==> config.mk <==
export PLATFORM = sky130hd
export DESIGN_NAME = serial_add_sub
export DESIGN_NICKNAME = d
export VERILOG_FILES = /design/src/rtl/serial_add_sub.sv
export SDC_FILE = /design/constraint.sdc
export NUM_CORES = 1
export LEC_CHECK = 0
export ABC_CLOCK_PERIOD_IN_PS = 2000
export BUFFER_PORTS_ARGS = -buffer_cell sky130_fd_sc_hd__buf_2
export CORE_ASPECT_RATIO = 0.7
export CORE_MARGIN = 3
export CORE_UTILIZATION = 50
export DETAILED_ROUTE_END_ITERATION = 10
export GPL_TIMING_DRIVEN = 0
export PLACE_DENSITY = 0.73
export REMOVE_ABC_BUFFERS = 1
export SLEW_MARGIN = 10
export SYNTH_ARGS = -nofsm -noshare
export SYNTH_HDL_FRONTEND = slang
export SYNTH_SLANG_ARGS = --single-unit
==> constraint.sdc <==
create_clock -name clk -period 2 [get_ports clk]
set_input_delay 0 -clock clk [delete_from_list [all_inputs] [get_ports clk]]
set_output_delay 0 -clock clk [all_outputs]
set_load 0.02 [all_outputs]
==> src/rtl/serial_add_sub.sv <==
// Bit-serial adder/subtractor: one full-add/full-subtract cell reused LSB-first
// over WIDTH cycles, with start/busy/done handshake and held results.
module serial_add_sub #(
  parameter int unsigned WIDTH = 8
) (
  input  logic             clk,
  input  logic             rst_n,
  input  logic             start,
  input  logic             mode,
  input  logic [WIDTH-1:0] a,
  input  logic [WIDTH-1:0] b,
  output logic             busy,
  output logic             done,
  output logic [WIDTH-1:0] diff,
  output logic             borrow_out,
  output logic             overflow
);

  localparam int unsigned CNT_W = $clog2(WIDTH + 1);

  typedef enum logic [1:0] {
    IDLE = 2'd0,
    RUN  = 2'd1,
    DONE = 2'd2
  } state_t;

  state_t           state;
  logic [WIDTH-1:0] a_sr;
  logic [WIDTH-1:0] b_sr;
  logic [WIDTH-1:0] res_sr;
  logic             mode_q;
  logic             cb_q;
  logic [CNT_W-1:0] cnt;

  logic             a_bit;
  logic             b_bit;
  logic             x_bit;
  logic             d_bit;
  logic             cb_next;
  logic             ovf_c;
  logic             last_bit;

  // Single-bit cell: sum/difference, next carry/borrow and MSB overflow test
  always_comb begin
    a_bit    = a_sr[0];
    b_bit    = b_sr[0];
    x_bit    = a_bit ^ b_bit;
    d_bit    = x_bit ^ cb_q;
    cb_next  = 1'b0;
    ovf_c    = 1'b0;
    last_bit = (cnt == CNT_W'(WIDTH - 1));
    if (mode_q) begin
      cb_next = (a_bit & b_bit) | (x_bit & cb_q);
      ovf_c   = (a_bit == b_bit) & (d_bit != a_bit);
    end else begin
      cb_next = (~a_bit & b_bit) | (~x_bit & cb_q);
      ovf_c   = (a_bit != b_bit) & (d_bit != a_bit);
    end
  end

  // Control FSM, operand/result shifting and registered outputs
  always_ff @(posedge clk or negedge rst_n) begin
    if (!rst_n) begin
      state      <= IDLE;
      a_sr       <= '0;
      b_sr       <= '0;
      res_sr     <= '0;
      mode_q     <= 1'b0;
      cb_q       <= 1'b0;
      cnt        <= '0;
      busy       <= 1'b0;
      done       <= 1'b0;
      diff       <= '0;
      borrow_out <= 1'b0;
      overflow   <= 1'b0;
    end else begin
      done <= 1'b0;
      case (state)
        IDLE: begin
          if (start) begin
            a_sr   <= a;
            b_sr   <= b;
            mode_q <= mode;
            cb_q   <= 1'b0;
            cnt    <= '0;
            busy   <= 1'b1;
            state  <= RUN;
          end
        end
        RUN: begin
          a_sr   <= a_sr >> 1;
          b_sr   <= b_sr >> 1;
          res_sr <= {d_bit, res_sr[WIDTH-1:1]};
          cb_q   <= cb_next;
          cnt    <= cnt + CNT_W'(1);
          // After the last shift a_sr[0]/b_sr[0] hold the latched operand MSBs
          if (last_bit) begin
            diff       <= {d_bit, res_sr[WIDTH-1:1]};
            borrow_out <= cb_next;
            overflow   <= ovf_c;
            done       <= 1'b1;
            busy       <= 1'b0;
            state      <= DONE;
          end
        end
        DONE: begin
          state <= IDLE;
        end
        default: begin
          state <= IDLE;
        end
      endcase
    end
  end

endmodule

Word level (Yosys, flattened, before mapping)
Index checks and enable logic that the tools add are counted.

storage, ports and cells
  bits in registers = 44
  input port bits = 20
  output and inout port bits = 12
  logic and storage cells = 57

operators by class
  add/sub/neg operators = 1
  eq/ne operators = 7
  multiplexer cells = 18
  bitwise gates (word level) = 12
  reductions and logical operators = 7

operators by type and width
  cell                 number
  $pmux 8 s2           2
  $mux 8               2
  $pmux 4 s2           1
  $reduce_and 2->1     4
  $mux 1               7
  $and 1x1->1          6
  $add 4x1->4 const B  1
  $eq 4x3->1 const B   1
  $mux 2               2
  $mux 4               1
  $ne 2x2->1 const B   2
  $pmux 1 s2           2
  $pmux 2 s2           1
  $reduce_and 3->1     1
  $eq 2x1->1 const B   1
  $logic_not 2->1      1
  $ne 1x1->1           2
  $not 1->1            2
  $or 1x1->1           2
  $reduce_bool 2->1    1
  $xor 1x1->1          2
  $eq 1x1->1           1

Longest topological paths before layout
Gate-level depths: netlist of the first run.

  depth after elaboration = 6
  gate-level depth with buffers = 5
  gate-level depth less buffers = 5

Worst setup path after synthesis of the first run
No wires, ideal clock.

  path type = register to register
  start point = register a_sr[0]
  end point = register overflow
  library setup time = 0.125 ns
  arrival time = 1.513 ns
  data required time = 1.875 ns
  slack = 0.362 ns
  stages on the path, launching flop included = 6
  path buffers = 0
  clock period less this slack = 1.638 ns
  cell sequence = dfrtp_1 > inv_1 > fa_1 > xor2_1 > nor2_1 > mux2_2

on the way
  cells in the longest elaborated chain, start to end = 5
  elaborated cells on any way between the ends = 8
  classes of those cells = eq/ne: 3; mux: 1; bitwise: 4

ends and longest elaborated chain
  what                            line    RTL
  start, declared                 28      logic [WIDTH-1:0] a_sr;
  start signal, assigned          91      a_sr <= a_sr >> 1;
  $xor 1x1->1                     47      x_bit = a_bit ^ b_bit;
  $xor 1x1->1                     48      d_bit = x_bit ^ cb_q;
  $ne 1x1->1                      54, 57
  $and 1x1->1 (on tied branches)  57, 54
  $mux 1 (*)                      52      if (mode_q) begin
  end signal, assigned            100     overflow <= ovf_c;
  end, declared                   16      output logic overflow

Mark *: on every way between the ends. The rest lies on a longest branch, timed or not.
A chain may end at the register's enable or synchronous reset.

Final worst setup path of the first run
  start point = register state[1]
  end point = register diff[1]

on the way
  cells in the longest elaborated chain, start to end = 2

ends and longest elaborated chain
  what                        line  RTL
  start, declared             27    state_t state;
  start signal, assigned      64    state <= IDLE;
  start signal, assigned      87    state <= RUN;
  start signal, assigned      103   state <= DONE;
  $eq 2x1->1                  78    case (state)
  $reduce_and 2->1 (no line)  --
  end signal, assigned        98    diff <= {d_bit, res_sr[WIDTH-1:1]};
  end, declared               14    output logic [WIDTH-1:0] diff,

No other way between the ends.

==> results.cfg, run 1 <==
[sta]
min_period_ns = 1.82
hold_viol_final = 0
holdWs_ns = 0.00384
fmax_mhz = 549
rsz0062_at_grt = false
setup-violations-final = 0
setup_ws_ns = 0.178
drv_slew = 0
fin_worst_skew_ns = 0.00857
tightest_slew_ns = 0.922
fin_crit_sh = 0.911
slew_headroom = 0.385

[yosys]
async_flop_share = 1.00
synth_top_cell_by_area = dfrtp_1
synth_cells = 183
avgSynthCellArea_sq_um = 10.8
synth-seq-cells = 43
yosysTopAreaCellShare = 0.543
synth_area_leaders = dfrtp_1 54%, mux2_2 6.3%, a22oi_1 5.3%
yosys_warnings = 0
muxShareOfSynthArea = 0.0726
yosysSeqAreaShare = 0.543
synth_cell_type_count = 27
synth_xor_area_frac = 0.00884
synthAdderAreaFrac = 0.0328
synth_top_family_by_area = compound AO/OA/AOI/OAI gates
synth_compound_area_frac = 0.167
syn_area_sq_um = 1980
ys.flop_type = dfrtp_1
synthSimpleGateAreaFrac = 0.136
synth_edf_count = 0

[drt]
drt_wl_total_um = 3960
highest_layer = met4
drc_errors = 0
dr_total_vias = 1499
wl_per_cell_um = 14.6
wl_met2_um = 2020
met1_length_um = 1760
viasPerCell = 5.53
drt_iter0_markers = 62
drt-pass1-iter-count = 4
wl_met3_um = 136
ant_nets = 0

[layout]
nets = 244
layout-drive-gt1-share = 0.262
antenna_cells = 0
post-route-util = 0.651
multi_input_area_sq_um = 831
seqCellArea_sq_um = 1080
final_cells = 271
num-fill-cells = 297
area_delta_synth_final_pct = 20.6
mostFrequentLayoutCells = 42 x dfrtp_1, 31 x buf_2, 26 x nand2_1
mostFrequentLayoutCell = dfrtp_1

[grt]
grt-ovfl-total = 0
grt_usage = 0.190
grt_antenna_before_repair = 0
grt_pass1_vias = 1583
grt_start_max_net_pins = 44
grt_pass1_wl_um = 6930

[worst_setup_path]
critPathKind = reg -> reg
cp-startpoint = state[1]$_DFFE_PN0P_
crit_chain = nand2b_4 > nor3_4 > buf_12 > mux2_2
crit_required_ns = 2.18
cpLargestDelayFamily = flip-flops
cpPeakStageDelay_ns = 0.65
r2r_cells = 4
cp_max_fo = 21
startpoint_type = flip-flop
worst-path-buf-inv = 1
slowest_stage = dfrtp_1
timing.rr.end = diff[1]$_DFFE_PN0P_
crit_arrival_ns = 2.00
worstReg2RegStart = state[1]$_DFFE_PN0P_
crit_path_end_kind = flip-flop
r2r_slack_ns = 0.18

[die]
die_x_um = 81.2
dieArea_sq_um = 4760
io_pins = 32
die_y_um = 58.7
placementRows = 18
core_area_sq_um = 3670
start_util = 0.540

[min_path]
hold_depth = 3
min_from = b[2]
worst_hold_path.endpoint = b_sr[2]$_DFFE_PN0P_
hold_class = in -> reg

[clock_tree]
cts_tree = built
cts_buffer_depth = 2
clk_latency_ns = 0.30
root_buffer = clkbuf_8
cts_inserted_buffers = 5
clk_pin_slew_ns = 0.08
cts_sinks = 43
h-tree-depth = 2

[flow_run]
max_cap_viol_count = 0

[placement]
place_congestion = 0.792
numPortBuffers = 31
dp_hpwl_um = 2630
dpl.cell_count = 254
place_ws_ns = -0.0907

[outcome]
run_status = complete, no violations

[pwr]
p_leak_nw = 1.13
power_density_nw_per_um2 = 1560
p_total_mw = 3.74
peakVddDrop_uv = 694
## metrics by stage
stage	area [sq um]	setup TNS (ns)
floorplan	1910	0
global placement	2130	-8.35
detailed placement	2150	-0.768
CTS	2370	0
global route	2390	0
finish	2390	0
## tightest hold or removal path, delay by kind of cell
| family | cells | cell delay (ns) |
|---|---|---|
| AOI/OAI and AO/OA | 2 | 0.17 |
| buffers and inverters | 1 | 0.08 |
## timing repair
item                                    4_1_cts  5_1_grt
hold buffers                                  8        0
cloned                                        0        0
setup buffers                                 0        1
pin swaps                                     1        1
endpoints found under the setup margin        9       10
hold endpoints to repair                     50        0
gates resized for setup                       1        1
## synthesized netlist by cell type, drive strengths merged (3+ instances only)
cell type / count
a21oi: 17
a22oi: 14
and2b: 4
buf: 8
clkbuf: 3
dfrtp: 43
inv: 3
mux2: 11
nand2: 26
nor2: 4
nor2b: 13
o21ai: 19
## power by group
| part | leakage (nW) | switching [mW] | internal (mW) |
|---|---|---|---|
| clock | 0.0644 | 0.305 | 0.498 |
| sequential | 0.553 | 0.350 | 1.23 |
| combinational | 0.508 | 0.742 | 0.613 |
| total | 1.13 | 1.40 | 2.34 |
## worst max-delay path by stage
stage                     slack, ns                   to  depth (start not counted)
final                          0.18  diff[1]$_DFFE_PN0P_                          4
after global routing            0.1  diff[0]$_DFFE_PN0P_                          4
after CTS                      0.02  diff[1]$_DFFE_PN0P_                          3
after detailed placement      -0.09  diff[3]$_DFFE_PN0P_                          3
after global placement        -0.40  b_sr[5]$_DFFE_PN0P_                          3
after floorplan                0.23     cb_q$_DFFE_PN0P_                          2
## layout make-up
type,instances,area share
Inverter,3,0.00471
Multi-Input combinational cell,126,0.348
Timing Repair Buffer,41,0.113
Clock inverter,3,0.0283
Sequential cell,43,0.451
Tap cell,50,0.0262
Clock buffer,5,0.0288
## logic make-up after synthesis
family,after synthesis
AOI/OAI and AO/OA,55
xor gates and xnor gates,2
adders and majority gates,4
buffers and inverters,14
DFF,43
muxes,13
and+or+nand+nor,52
## per-layer routing
metal / up-vias / track usage
li1: 708 / -
met1: 751 / 0.237
met2: 34 / 0.317
met3: 6 / 0.0428
met4: 0 / 0.0916
met5: - / 0
## flip-flops by register name (all words and copies together) (netlist names), 2 cells and up
signal / flops
b_sr: 8
diff: 8
cnt: 4
a_sr: 8
state: 2
res_sr: 7
Note: power is estimated with default switching activity, not from simulation.
==> run 2: changes to the inputs <==
--- a/config.mk
+++ b/config.mk
@@ -7,3 +7,3 @@
 export LEC_CHECK = 0
-export ABC_CLOCK_PERIOD_IN_PS = 2000
+export ABC_CLOCK_PERIOD_IN_PS = 1500
 export BUFFER_PORTS_ARGS = -buffer_cell sky130_fd_sc_hd__buf_2
@@ -12,5 +12,6 @@
 export CORE_UTILIZATION = 50
+export CTS_CLUSTER_DIAMETER = 100
 export DETAILED_ROUTE_END_ITERATION = 10
 export GPL_TIMING_DRIVEN = 0
-export PLACE_DENSITY = 0.73
+export PLACE_DENSITY = 0.76
 export REMOVE_ABC_BUFFERS = 1
==> constraint.sdc (replaced) <==
create_clock -name clk -period 1.5 [get_ports clk]
set_input_delay 0.3 -clock clk [delete_from_list [all_inputs] [get_ports clk]]
set_output_delay 0.3 -clock clk [all_outputs]
set_load 0.02 [all_outputs]
==> results.cfg, run 2 (same netlist as run 1, synthesis figures left out) <==
[drt]
drt_wl_total_um = 4090
drt_iter0_markers = 65
drc_errors = 0
ant_nets = 0
wl_per_cell_um = 14.9
drt-pass1-iter-count = 4
dr_total_vias = 1463
viasPerCell = 5.32

[placement]
dpl_cell_area_sq_um = 2150
dpl.cell_count = 254
place_ws_ns = -0.572
place_congestion = 0.771
numPortBuffers = 31
dp_hpwl_um = 2410

[worst_setup_path]
worstReg2RegStart = a_sr[0]$_DFFE_PN0P_
critPathKind = reg -> reg
crit_arrival_ns = 1.75
cp_max_fo = 2
cp-startpoint = a_sr[0]$_DFFE_PN0P_
startpoint_type = flip-flop
crit_path_end_kind = flip-flop
crit_required_ns = 1.70

[grt]
grt_pass1_vias = 1401
grt_start_max_net_pins = 44
grt_pass1_wl_um = 6810
grt-ovfl-total = 0
grt_antenna_before_repair = 0
grt_usage = 0.191

[sta]
fmax_mhz = 643
drv_slew = 0
setup-violations-final = 2
holdWs_ns = 0.123
fin_crit_sh = 1.04
fin_worst_skew_ns = 0.0147
min_period_ns = 1.56
slew_headroom = 0.381
setup_ws_ns = -0.0556
hold_viol_final = 0
tightest_slew_ns = 0.928
rsz0062_at_grt = true

[layout]
mostFrequentLayoutCell = dfrtp_1
antenna_cells = 0
reg_top3 = a_sr (8), b_sr (8), diff (8)
layout-drive-gt1-share = 0.338
post-route-cell-area_sq_um = 2430
mostFrequentLayoutCells = 40 x dfrtp_1, 32 x buf_2, 25 x nand2_1
final_cells = 275
nets = 248
area_delta_synth_final_pct = 22.7

[outcome]
failed_checks = setup timing
run_status = finished with violations

[pwr]
clkPwrFrac = 0.175
internal_power_mw = 3.22
swShare = 0.376
combinationalPowerShare = 0.426
p_sw_mw = 1.95
seqPwrFrac = 0.398
power_density_nw_per_um2 = 2130
peakVddDrop_uv = 919
p_leak_nw = 1.16

[clock_tree]
root_buffer = clkbuf_8
clk_pin_slew_ns = 0.09
clk_latency_ns = 0.31
cts_buffer_depth = 2
cts_inserted_buffers = 5
h-tree-depth = 2
cts_sinks = 43
cts_tree = built
hold_buffers = 0

[die]
io_pins = 32
placementRows = 18
core_area_sq_um = 3670
dieArea_sq_um = 4760
die_x_um = 81.2
start_util = 0.540
die_y_um = 58.7

[min_path]
hold_class = in -> async

[flow_run]
max_cap_viol_count = 0
[run 2: layer usage]
layer / part of all wire / global-route usage / wire (um)
met5: 0 / 0 / 0
met2: 0.47 / 0.285 / 1920
met4: 0.010 / 0.0578 / 42
met1: 0.46 / 0.274 / 1890
met3: 0.056 / 0.0550 / 227
[run 2: path summary, 6_finish.rpt]
check | to | slack (ns) | cells after the start
setup / recovery | borrow_out$_DFFE_PN0P_ | -0.06 | 4
hold / removal | a_sr[0]$_DFFE_PN0P_ | 0.12 | 1
setup reg to reg | borrow_out$_DFFE_PN0P_ | -0.06 | 4
hold reg to reg | res_sr[1]$_DFFE_PN0P_ | 0.50 | 2
max in group asynchronous | state[0]$_DFFE_PN0P_ | 0.69 | 1
min in group clk | mode_q$_DFFE_PN0P_ | 0.25 | 2
[run 2: per-stage QoR]
| step | utilization | total power, mW | setup TNS, ns |
|---|---|---|---|
| floorplan | - | 3.25 | -7.15 |
| global placement | 0.581 | 3.72 | -26.10 |
| detailed placement | 0.586 | 3.86 | -10.19 |
| CTS | 0.648 | 5.05 | -0.101 |
| global route | 0.662 | 5.54 | -0.407 |
| finish | 0.662 | 5.17 | -0.105 |
[run 2: area by class of cell]
| cell class | count | area [sq um] |
|---|---|---|
| multi-input cells | 126 | 873 |
| well taps | 50 | 62.6 |
| flip-flops and latches | 43 | 1080 |
| inverters | 3 | 11.3 |
| fillers | 274 | 1240 |
| clock inverters | 3 | 43.8 |
| repair buffers | 45 | 285 |
| clock buffers | 5 | 68.8 |
[run 2: repair_timing]
item,4_1_cts,5_1_grt
pin swaps,5,3
setup endpoints to repair,36,19
buffers inserted,10,3
endpoints found under the hold margin,0,0
gates resized for setup,14,8
[run 2: worst max-delay path: stages, from the launching register on]
cell     delay, ns
dfrtp_1       0.42
buf_6         0.14
fa_2          0.36
mux2_4        0.27
mux2_4        0.26
[run 2: power by group through the flow]
stage | sequential (mW) | combinational [mW] | clock, mW
floorplan | 2.16 | 1.09 | 0
global placement | 2.09 | 1.63 | 0
detailed placement | 2.11 | 1.75 | 0
CTS | 2.07 | 2.05 | 0.922
global route | 2.13 | 2.45 | 0.970
finish | 2.06 | 2.20 | 0.905
